### src/rtl/tank_pkg.sv
// Shared tank/bullet types and screen geometry.
package tank_pkg;

  typedef enum logic [2:0] {
    DIR_UP    = 3'd1,
    DIR_RIGHT = 3'd2,
    DIR_LEFT  = 3'd3,
    DIR_DOWN  = 3'd4
  } dir_t;

  typedef enum logic {
    SLOT_IDLE   = 1'b0,
    SLOT_FLYING = 1'b1
  } slot_state_t;

  localparam logic [9:0] X_MAX  = 10'd639;
  localparam logic [9:0] Y_MAX  = 10'd479;
  localparam logic [9:0] TANK_W = 10'd32;
  localparam logic [9:0] TANK_H = 10'd32;

  localparam logic [5:0] LIFE_INIT = 6'd40;

  function automatic logic dir_valid(input logic [2:0] d);
    return (d >= 3'd1) && (d <= 3'd4);
  endfunction

endpackage

### src/rtl/bullet_slot.sv
// One bullet slot: position/direction registers, per-frame move/retire, pixel hit.
// Optional macro BULLET_WRAP_EN: wrap at screen edges and retire on a life counter.
module bullet_slot import tank_pkg::*; #(
  parameter logic [9:0] BULLET_W = 10'd8,
  parameter logic [9:0] BULLET_H = 10'd8,
  parameter logic [9:0] STEP     = 10'd4,
  parameter logic [9:0] X_MAX    = tank_pkg::X_MAX,
  parameter logic [9:0] Y_MAX    = tank_pkg::Y_MAX
) (
  input  logic       Clk,
  input  logic       Reset,
  input  logic       tick,
  input  logic       spawn,
  input  logic [9:0] spawn_x,
  input  logic [9:0] spawn_y,
  input  logic [2:0] spawn_dir,
  input  logic [9:0] DrawX,
  input  logic [9:0] DrawY,
  output logic       active,
  output logic       hit
);

  localparam logic [9:0] WRAP_X = X_MAX + 10'd1 - BULLET_W;
  localparam logic [9:0] WRAP_Y = Y_MAX + 10'd1 - BULLET_H;

  slot_state_t state_q, state_d;
  logic [9:0]  x_q, x_d, y_q, y_d;
  logic [2:0]  dir_q, dir_d;
  logic        exit_edge, retire;
  logic        x_lo, x_hi, y_lo, y_hi;

`ifdef BULLET_WRAP_EN
  logic [5:0]  life_q, life_d;
`endif

  assign x_lo = x_q < STEP;
  assign y_lo = y_q < STEP;
  assign x_hi = ({1'b0, x_q} + {1'b0, STEP} + {1'b0, BULLET_W} - 11'd1) > {1'b0, X_MAX};
  assign y_hi = ({1'b0, y_q} + {1'b0, STEP} + {1'b0, BULLET_H} - 11'd1) > {1'b0, Y_MAX};

  always_comb begin
    state_d   = state_q;
    x_d       = x_q;
    y_d       = y_q;
    dir_d     = dir_q;
    exit_edge = 1'b0;
    retire    = 1'b0;
`ifdef BULLET_WRAP_EN
    life_d    = life_q;
`endif
    if (tick && state_q == SLOT_FLYING) begin
      // The wrapped coordinate is only observable when wrapping is built in.
      case (dir_q)
        DIR_UP:    begin exit_edge = y_lo; y_d = y_lo ? WRAP_Y : y_q - STEP; end
        DIR_DOWN:  begin exit_edge = y_hi; y_d = y_hi ? 10'd0  : y_q + STEP; end
        DIR_LEFT:  begin exit_edge = x_lo; x_d = x_lo ? WRAP_X : x_q - STEP; end
        DIR_RIGHT: begin exit_edge = x_hi; x_d = x_hi ? 10'd0  : x_q + STEP; end
        default:   exit_edge = 1'b1;
      endcase
`ifdef BULLET_WRAP_EN
      life_d = life_q - 6'd1;
      retire = (life_q == 6'd1);
`else
      retire = exit_edge;
`endif
      if (retire) state_d = SLOT_IDLE;
    end else if (tick && spawn) begin
      state_d = SLOT_FLYING;
      x_d     = spawn_x;
      y_d     = spawn_y;
      dir_d   = spawn_dir;
`ifdef BULLET_WRAP_EN
      life_d  = LIFE_INIT;
`endif
    end
  end

  always_ff @(posedge Clk) begin
    if (Reset) begin
      state_q <= SLOT_IDLE;
      x_q     <= '0;
      y_q     <= '0;
      dir_q   <= '0;
`ifdef BULLET_WRAP_EN
      life_q  <= '0;
`endif
    end else begin
      state_q <= state_d;
      x_q     <= x_d;
      y_q     <= y_d;
      dir_q   <= dir_d;
`ifdef BULLET_WRAP_EN
      life_q  <= life_d;
`endif
    end
  end

  assign active = (state_q == SLOT_FLYING);
  assign hit = active &&
               ({1'b0, DrawX} >= {1'b0, x_q}) &&
               ({1'b0, DrawX} <= {1'b0, x_q} + {1'b0, BULLET_W} - 11'd1) &&
               ({1'b0, DrawY} >= {1'b0, y_q}) &&
               ({1'b0, DrawY} <= {1'b0, y_q} + {1'b0, BULLET_H} - 11'd1);

endmodule

### src/rtl/bullet_engine.sv
// Bullet pool: frame tick detect, fire latch, cooldown, muzzle placement, slot allocation.
// Optional macro BULLET_WRAP_EN is handled inside bullet_slot.
module bullet_engine import tank_pkg::*; #(
  parameter int         NUM_BULLETS = 4,
  parameter logic [9:0] BULLET_W    = 10'd8,
  parameter logic [9:0] BULLET_H    = 10'd8,
  parameter logic [9:0] TANK_W      = tank_pkg::TANK_W,
  parameter logic [9:0] TANK_H      = tank_pkg::TANK_H,
  parameter logic [9:0] STEP        = 10'd4,
  parameter logic [3:0] COOLDOWN    = 4'd8,
  parameter logic [9:0] X_MAX       = tank_pkg::X_MAX,
  parameter logic [9:0] Y_MAX       = tank_pkg::Y_MAX
) (
  input  logic                   Clk,
  input  logic                   Reset,
  input  logic                   frame_clk,
  input  logic [9:0]             DrawX,
  input  logic [9:0]             DrawY,
  input  logic [9:0]             tank_X,
  input  logic [9:0]             tank_Y,
  input  logic [2:0]             tank_dir,
  input  logic                   is_shooting,
  output logic                   is_bullet,
  output logic [NUM_BULLETS-1:0] bullet_active,
  output logic                   shot_fired
);

  localparam logic [9:0] OFF_X = (TANK_W - BULLET_W) >> 1;
  localparam logic [9:0] OFF_Y = (TANK_H - BULLET_H) >> 1;

  logic frame_dly_q, frame_dly_d, tick_q, tick_d;
  logic fire_pending_q, fire_pending_d, shot_fired_q, shot_fired_d;
  logic [3:0] cooldown_q, cooldown_d, cd_dec;
  logic [9:0] muz_x, muz_y;
  logic       muz_legal, spawn_ok, found;
  logic [NUM_BULLETS-1:0] slot_active, slot_hit, spawn_vec;

  always_comb begin
    muz_x     = tank_X + OFF_X;
    muz_y     = tank_Y + OFF_Y;
    muz_legal = 1'b0;
    case (tank_dir)
      DIR_UP: begin
        muz_y     = tank_Y - BULLET_H;
        muz_legal = tank_Y >= BULLET_H;
      end
      DIR_DOWN: begin
        muz_y     = tank_Y + TANK_H;
        muz_legal = ({1'b0, tank_Y} + {1'b0, TANK_H} + {1'b0, BULLET_H} - 11'd1) <= {1'b0, Y_MAX};
      end
      DIR_LEFT: begin
        muz_x     = tank_X - BULLET_W;
        muz_legal = tank_X >= BULLET_W;
      end
      DIR_RIGHT: begin
        muz_x     = tank_X + TANK_W;
        muz_legal = ({1'b0, tank_X} + {1'b0, TANK_W} + {1'b0, BULLET_W} - 11'd1) <= {1'b0, X_MAX};
      end
      default: muz_legal = 1'b0;
    endcase
  end

  always_comb begin
    frame_dly_d    = frame_clk;
    tick_d         = frame_clk & ~frame_dly_q;
    fire_pending_d = tick_q ? 1'b0 : (fire_pending_q | is_shooting);
    cd_dec         = (cooldown_q != 4'd0) ? cooldown_q - 4'd1 : cooldown_q;
    // Free slots are judged on pre-tick state, so a slot retiring now stays unused this tick.
    spawn_ok       = tick_q && (fire_pending_q || is_shooting) && (cd_dec == 4'd0) &&
                     !(&slot_active) && dir_valid(tank_dir) && muz_legal;
    cooldown_d     = tick_q ? (spawn_ok ? COOLDOWN : cd_dec) : cooldown_q;
    shot_fired_d   = spawn_ok;
    spawn_vec      = '0;
    found          = 1'b0;
    for (int i = 0; i < NUM_BULLETS; i++) begin
      if (!slot_active[i] && !found) begin
        spawn_vec[i] = spawn_ok;
        found        = 1'b1;
      end
    end
  end

  always_ff @(posedge Clk) begin
    if (Reset) begin
      frame_dly_q    <= 1'b0;
      tick_q         <= 1'b0;
      fire_pending_q <= 1'b0;
      cooldown_q     <= '0;
      shot_fired_q   <= 1'b0;
    end else begin
      frame_dly_q    <= frame_dly_d;
      tick_q         <= tick_d;
      fire_pending_q <= fire_pending_d;
      cooldown_q     <= cooldown_d;
      shot_fired_q   <= shot_fired_d;
    end
  end

  bullet_slot #(
    .BULLET_W(BULLET_W), .BULLET_H(BULLET_H), .STEP(STEP), .X_MAX(X_MAX), .Y_MAX(Y_MAX)
  ) u_slot [NUM_BULLETS-1:0] (
    .Clk       (Clk),
    .Reset     (Reset),
    .tick      (tick_q),
    .spawn     (spawn_vec),
    .spawn_x   (muz_x),
    .spawn_y   (muz_y),
    .spawn_dir (tank_dir),
    .DrawX     (DrawX),
    .DrawY     (DrawY),
    .active    (slot_active),
    .hit       (slot_hit)
  );

  assign is_bullet     = |slot_hit;
  assign bullet_active = slot_active;
  assign shot_fired    = shot_fired_q;

endmodule

### config.mk
export PLATFORM = sky130hd
export DESIGN_NAME = bullet_engine
export DESIGN_NICKNAME = d
export VERILOG_FILES = /design/src/rtl/tank_pkg.sv /design/src/rtl/bullet_slot.sv /design/src/rtl/bullet_engine.sv
export SDC_FILE = /design/constraint.sdc
export NUM_CORES = 1
export LEC_CHECK = 0
export BUFFER_PORTS_ARGS = -buffer_cell sky130_fd_sc_hd__buf_2
export CORE_MARGIN = 8
export CORE_UTILIZATION = 65
export CTS_CLUSTER_DIAMETER = 150
export DETAILED_ROUTE_END_ITERATION = 8
export PLACE_DENSITY = 0.94
export SLEW_MARGIN = 20
export SYNTH_ARGS = -nofsm -noshare
export SYNTH_HDL_FRONTEND = slang
export SYNTH_SLANG_ARGS = --single-unit
export TNS_END_PERCENT = 20
### constraint.sdc
create_clock -name Clk -period 3.8 [get_ports Clk]
set_input_delay 0.57 -clock Clk [delete_from_list [all_inputs] [get_ports Clk]]
set_output_delay 0.57 -clock Clk [all_outputs]
set_load 0.03 [all_outputs]
Word-level counts from Yosys, hierarchy flattened
Index checks and enable logic that the tools add are counted.

Logic and storage cells: 304. Flip-flop bits (word level): 104.

Equality and inequality tests: 32. Bitwise operators: 7. Magnitude comparators: 38. Reduce and logical (&&, ||, !) cells: 65. Add/sub/neg operators: 69. Muxes and demuxes: 72.

Operator list (number): 10-bit two-way mux (32); 10-bit one-hot mux with 2 select lines (10); 11-bit by 1-bit subtractor with 11-bit output (second input constant) (18); 11-bit by 4-bit adder with 11-bit output (second input constant) (10); 10-bit by 3-bit adder with 11-bit output (second input constant) (8); 10-bit by 4-bit adder with 11-bit output (second input constant) (8); 10-bit by 11-bit less-or-equal comparator with 1-bit output (8); 10-bit by 3-bit adder with 10-bit output (second input constant) (8); 10-bit >= comparator (8); 10-bit by 3-bit < comparator with 1-bit output (second input constant) (8); 10-bit by 3-bit subtractor with 10-bit output (second input constant) (8); 11-bit by 10-bit > comparator with 1-bit output (second input constant) (4); 11-bit by 9-bit > comparator with 1-bit output (second input constant) (4); 1-bit logical AND (33); 2-bit AND reduction (16); 3-bit by 2-bit == test with 1-bit output (second input constant) (10); 3-bit != test (second input constant) (8); 1-bit two-way mux (23); 10-bit by 6-bit adder with 11-bit output (second input constant) (2); 10-bit by 4-bit adder with 10-bit output (second input constant) (2); 10-bit by 6-bit adder with 10-bit output (second input constant) (2); 10-bit by 4-bit >= comparator with 1-bit output (second input constant) (2); 1-bit one-hot mux with 4 select lines (5); 10-bit by 4-bit subtractor with 10-bit output (second input constant) (2); other kinds (20) (44).

Longest topological paths before layout
Depth after elaboration: 12. Mapped depth: 15. Gate-level depth less buffers: 15.

Cells and area by module
From an unflattened synthesis, not the netlist that was laid out.

Cells, all modules: 2033. Area total of the unflattened synthesis: 15305.9 µm².

Modules (own cells, without submodules): bullet_slot (u_slot[0] ...) (cells an instance 444, area each 3357.0 µm², seq. area each 480.5 µm², times used 2); bullet_slot (u_slot[3]) (cells an instance 466, area each 3552.2 µm², seq. area each 480.5 µm², times used 1); bullet_slot (u_slot[2]) (cells an instance 446, area each 3395.8 µm², seq. area each 480.5 µm², times used 1); bullet_engine (cells an instance 233, area each 1644.1 µm², seq. area each 160.2 µm², times used 1).

Least setup slack after synthesis
Ideal clock, no wire load.

Path kind: input port to flip-flop. Start: input tank_dir[1]. End: register u_slot[1].x_q[3]. Stages on the path: 10. Data arrival time: 3388 ps. Setup slack: 290 ps. Buffers on the path: 2. Path through: buf_6 > or3b_4 > a2111oi_4 > nand4b_1 > or4_1 > or3_1 > buf_6 > a211oi_4 > nor2_2 > o311a_1.

Longest elaborated chain between the ends: 8.

RTL lines: start, declared (line bullet_engine.sv:21) `input logic [2:0] tank_dir,`; 3-bit by 1-bit >= comparator with 1-bit output or 3-bit less-or-equal comparator (tied branches) (line tank_pkg.sv:24) `return (d >= 3'd1) && (d <= 3'd4);`; 1-bit logical AND (line tank_pkg.sv:24); 1-bit logical AND (2 in series) (line bullet_engine.sv:70) `!(&slot_active) && dir_valid(tank_dir) && muz_legal;`; 1-bit two-way mux (line bullet_engine.sv:76) `if (!slot_active[i] && !found) begin`; 1-bit logical AND (line bullet_slot.sv:67) `end else if (tick && spawn) begin`; 2-bit nonzero test (no line); 2-bit AND reduction (no line); end signal, assigned (line bullet_slot.sv:81) `x_q <= '0;`; end signal, assigned (line bullet_slot.sv:89) `x_q <= x_d;`; end, declared (line bullet_slot.sv:27) `logic [9:0] x_q, x_d, y_q, y_d;`.

Parallel ways exist; a longest one is shown, timed or not. The select of a mux whose other input is x is not followed. A chain may end at the register's enable or synchronous reset.

Worst setup path after layout
Start: register u_slot[1].x_q[1]. End: output is_bullet.

Longest elaborated chain between the ends: 7.

RTL lines: 10-bit by 4-bit adder with 11-bit output (line bullet_slot.sv:101) `({1'b0, DrawX} <= {1'b0, x_q} + {1'b0, BULLET_W} - 11'd1) &&`; 11-bit by 1-bit subtractor with 11-bit output (line bullet_slot.sv:101); 10-bit by 11-bit less-or-equal comparator with 1-bit output (line bullet_slot.sv:101); 1-bit logical AND * (line bullet_slot.sv:100) `({1'b0, DrawX} >= {1'b0, x_q}) &&`; 1-bit logical AND * (line bullet_slot.sv:101); 1-bit logical AND * (line bullet_slot.sv:102) `({1'b0, DrawY} >= {1'b0, y_q}) &&`; 4-bit OR reduction * (line bullet_engine.sv:115) `assign is_bullet = |slot_hit;`; end, declared (line bullet_engine.sv:23) `output logic is_bullet,`.

Every way passes the cells marked *; elsewhere a longest branch is shown, timed or not.

==> summary.txt <==
Outcome
  • Outcome: complete, but fails checks
  • Violated checks: setup timing

Detailed routing
  • Total number of vias: ~17k
  • Wire length per cell after detailed routing: approximately 22 um
  • DR vias/cell: between 7 and 8
  • Iteration count of the initial detailed-routing pass: 7
  • Post-DRT Antenna Nets: 0
  • Remaining design rule violation count: 0
  • Iteration-0 DRC count of the detailed router: 2277
  • Total wirelength of the detailed-routed design: 50800 um

Worst hold path
  • Hold worst-path end: tick_q
  • Worst Hold Path Cells: 1
  • Hold path start: frame_dly_q
  • Class of the tightest hold or removal check: flop to flop

GRT
  • Overall fraction of global-route tracks in use: 34.4%
  • Number of antenna violations at the first check in global routing: 1
  • Maximum number of pins on one net before global-route repair: 34
  • Vias in the first global route: 15.9k
  • First-pass GRT wire length: about 81000 um
  • Congestion Overflow GR: 0

STA
  • Final worst hold slack: 0.391 ns
  • RSZ-0062 raised after global routing: yes
  • Post-route setup slack: -0.133 ns
  • Total negative setup slack: -0.133 ns
  • Clock skew after layout: 0.0107 ns
  • Worst Tran Pin Value: roughly 1.1 ns
  • Max-slew violation count: 0
  • Final worst path period need: ~3.9 ns
  • Final hold violation count: 0
  • Max Clock Freq: about 250 MHz
  • Setup-violating endpoint count in the final report: 1
  • Portion of the clock cycle consumed by the worst path in the final layout: 104%
  • Slew margin rel.: ~23%

Synth
  • Mapped Avg Cell Area: between 7 and 8 um2
  • Count of warnings emitted by yosys: 0
  • Net count after synthesis: 2273
  • Distinct cells, synth: 80
  • EDFF count, synth: 0
  • Flop and latch count out of synthesis: around 100
  • Share of the synthesized area in the top cell type: between 10% and 20%
  • Most used flip-flop cell after synthesis: sky130_fd_sc_hd__dfxtp_1
  • Mapped cell area: approximately 15000 um2
  • Portion of the post-synthesis area used by sequential elements: between 10% and 20%
  • Number of standard cells after synthesis: 2001
  • Largest area contributor in the synthesized netlist: sky130_fd_sc_hd__ha_1
  • Cells taking the most area after synthesis: sky130_fd_sc_hd__ha_1, sky130_fd_sc_hd__dfxtp_1, sky130_fd_sc_hd__xnor2_1, sky130_fd_sc_hd__a21oi_1, sky130_fd_sc_hd__nand2_1
  • FFs w/ async S/R, synth: 0%

Final layout
  • Synthesis-to-finish area growth: 11.2%
  • Count of filler cells inserted in the layout: around 1.6k
  • Commonest cells after routing, fill and taps aside: sky130_fd_sc_hd__ha_1, sky130_fd_sc_hd__nand2_1, sky130_fd_sc_hd__a21oi_1, sky130_fd_sc_hd__nor2_1, sky130_fd_sc_hd__buf_4
  • Post-layout util: between 70 and 80%
  • Post-layout nets: approximately 2.3k
  • Area taken by flip-flops and latches: 2110 um2
  • Area used by multi-input combinational logic: about 12000 um2
  • Commonest non-fill, non-tap cell in the layout: sky130_fd_sc_hd__ha_1
  • Fraction of final layout cells sized beyond drive strength 1: a little over an eighth
  • Final Instance Area: between 15000 and 20000 um2
  • Filler-free cell count of the finished design: roughly 2.4k

Power and ir drop
  • Net switching component of the power: approximately 0.89 mW
  • Share of total power in combinational logic: roughly 24%
  • Overall power of the completed layout: around 2.8 mW
  • Power Dens Cells: about 170 nW/um2
  • Net switching fraction of the power: 32.4%
  • Part of the power in the clock network: between 30% and 40%
  • Seq pwr share: about 40%
  • Internal portion of total power: 1.87 mW
  • Static leakage: approximately 6.3 nW
  • Max VDD drop: 0.200 mV

Die
  • Core ar.: between 20000 and 25000 um2
  • Floorplan die width: 167 um
  • Standard-cell rows: between 50 and 60
  • Effective utilization at floorplan: between 60% and 70%
  • Die height: 167 um
  • Die footprint: 27800 um2
  • I/O Pins: 53

Placement
  • Input/output buffers: 52
  • Placed Area: about 16000 um2
  • Worst-case setup slack after placement: -0.0566 ns
  • Placer Congestion: 1.01
  • Placed wire-length estimate after detailed placement: ~38000 um
  • # placed instances: approximately 2.3k

Clocking
  • Clk_lat worst skew: approximately 0.36 ns
  • Number of hold-repair buffers added at the cts stage: 0
  • H-tree Lvls: 3
  • Bufs on Longest Clock Path: 2
  • Number of buffers added by the clock tree synthesis step: 9
  • CTS Root Cell: sky130_fd_sc_hd__clkbuf_16
  • TritonCTS clock tree: done
  • Total number of clock tree sinks: roughly 100
  • Clock transition time at the flip-flop clock pins of the worst setup and hold paths: ~0.080 ns

Setup path
  • Startpoint of the worst register-to-register path: cooldown_q[0]
  • Kind of critical path: flop to primary output
  • Capture point of the worst reg-to-reg path: u_slot[0].x_q[0]
  • Max Fanout on Critical Path: 4
  • Launching element type of the critical path: flop
  • Worst Path Required: ~3.2 ns
  • R2R cell count: 11
  • Worst path arrival time: between 3 and 4 ns
  • Critical Path Sink Type: primary output
  • Reg2Reg Setup Slack: 0.14 ns

Job
  • Count of max-cap constraint violations: 0
critical path, stage by stage, from the launching register on:
cell	delay (ns)
sky130_fd_sc_hd__dfxtp_4	0.37
sky130_fd_sc_hd__inv_4	0.08
sky130_fd_sc_hd__ha_4	0.15
sky130_fd_sc_hd__inv_4	0.03
sky130_fd_sc_hd__a21o_4	0.21
sky130_fd_sc_hd__buf_6	0.12
sky130_fd_sc_hd__xnor2_2	0.12
sky130_fd_sc_hd__ha_1	0.30
sky130_fd_sc_hd__nand4_1	0.14
sky130_fd_sc_hd__o32ai_4	0.31
sky130_fd_sc_hd__a21oi_2	0.08
sky130_fd_sc_hd__o2111ai_1	0.13
sky130_fd_sc_hd__a21oi_1	0.07
sky130_fd_sc_hd__a211oi_1	0.24
sky130_fd_sc_hd__buf_4	0.20
sky130_fd_sc_hd__o2111ai_2	0.13
sky130_fd_sc_hd__nand4_1	0.17
sky130_fd_sc_hd__buf_6	0.15
kinds of logic after synthesis:
| family | synth area share, % |
|---|---|
| compound gates | 29.4 |
| simple gates | 22.0 |
| buf+inv | 6.80 |
| xor+xnor | 7.12 |
| mux | 1.46 |
| flops | 14.1 |
| fa+ha+maj | 19.1 |
how the worst max path moves through the flow:
stage	from	to
2_1_floorplan	tank_dir[1]	u_slot[1].x_q[3]
3_3_place_gp	tank_dir[2]	u_slot[0].dir_q[1]
3_5_place_dp	tank_dir[2]	u_slot[0].dir_q[2]
4_1_cts	u_slot[2].y_q[0]	is_bullet
5_1_grt	u_slot[1].x_q[1]	is_bullet
6_report	u_slot[1].x_q[1]	is_bullet
synth_stat cells (all sizes together), types with 21 or more instances:
| cell type | count |
|---|---|
| inv | 120 |
| xnor2 | 109 |
| nand4 | 38 |
| o211ai | 26 |
| nor2b | 26 |
| clkbuf | 100 |
| nor2 | 135 |
| nor3 | 85 |
| a21oi | 139 |
| o21a | 30 |
| a31oi | 24 |
| dfxtp | 104 |
| a211oi | 39 |
| ha | 225 |
| o221ai | 25 |
| o31ai | 32 |
| o21ai | 103 |
| nand3 | 93 |
| nand2b | 21 |
| nand2 | 139 |
layer usage:
| layer | global-route usage [%] | vias to the layer above | wire, um | share of wire (%) |
|---|---|---|---|---|
| li1 | - | 7654 | - | - |
| met1 | 41.8 | 7739 | 19100 | 38 |
| met2 | 53.9 | 1276 | 21900 | 43 |
| met3 | 6.31 | 328 | 5760 | 11 |
| met4 | 25.6 | 0 | 4050 | 8.0 |
| met5 | 0 | - | 0 | 0 |
registers in the layout (all words and copies together), names as in the netlist:
register        flops
cooldown_q          4
fire_pending_q      1
frame_dly_q         1
shot_fired          1
tick_q              1
u_slot.active       4
u_slot.dir_q       12
u_slot.x_q         40
u_slot.y_q         40
layout make-up:
| class | count | area share (%) |
|---|---|---|
| tap | 285 | 2.17 |
| clock inverter | 7 | 0.488 |
| antenna | 1 | 0.0152 |
| sequential | 104 | 12.9 |
| timing repair buffer | 176 | 7.57 |
| multi-input combinational | 1644 | 72.4 |
| clock buffer | 9 | 1.37 |
| inverter | 133 | 3.12 |
what timing repair did:
item / in CTS / in global routing
endpoints found under the setup margin: 1 / 20
setup buffers: 10 / 8
pin swaps: 22 / 18
resized for setup: 49 / 30
power groups by stage:
stage,logic [mW],clock network [mW],registers [mW]
after floorplan,0.393,0,1.13
after global placement,0.597,0,1.13
after detailed placement,0.630,0,1.13
after CTS,0.640,0.979,1.10
after global routing,0.725,1.03,1.10
final,0.667,0.990,1.10
Power figures use the tool's default switching activity.
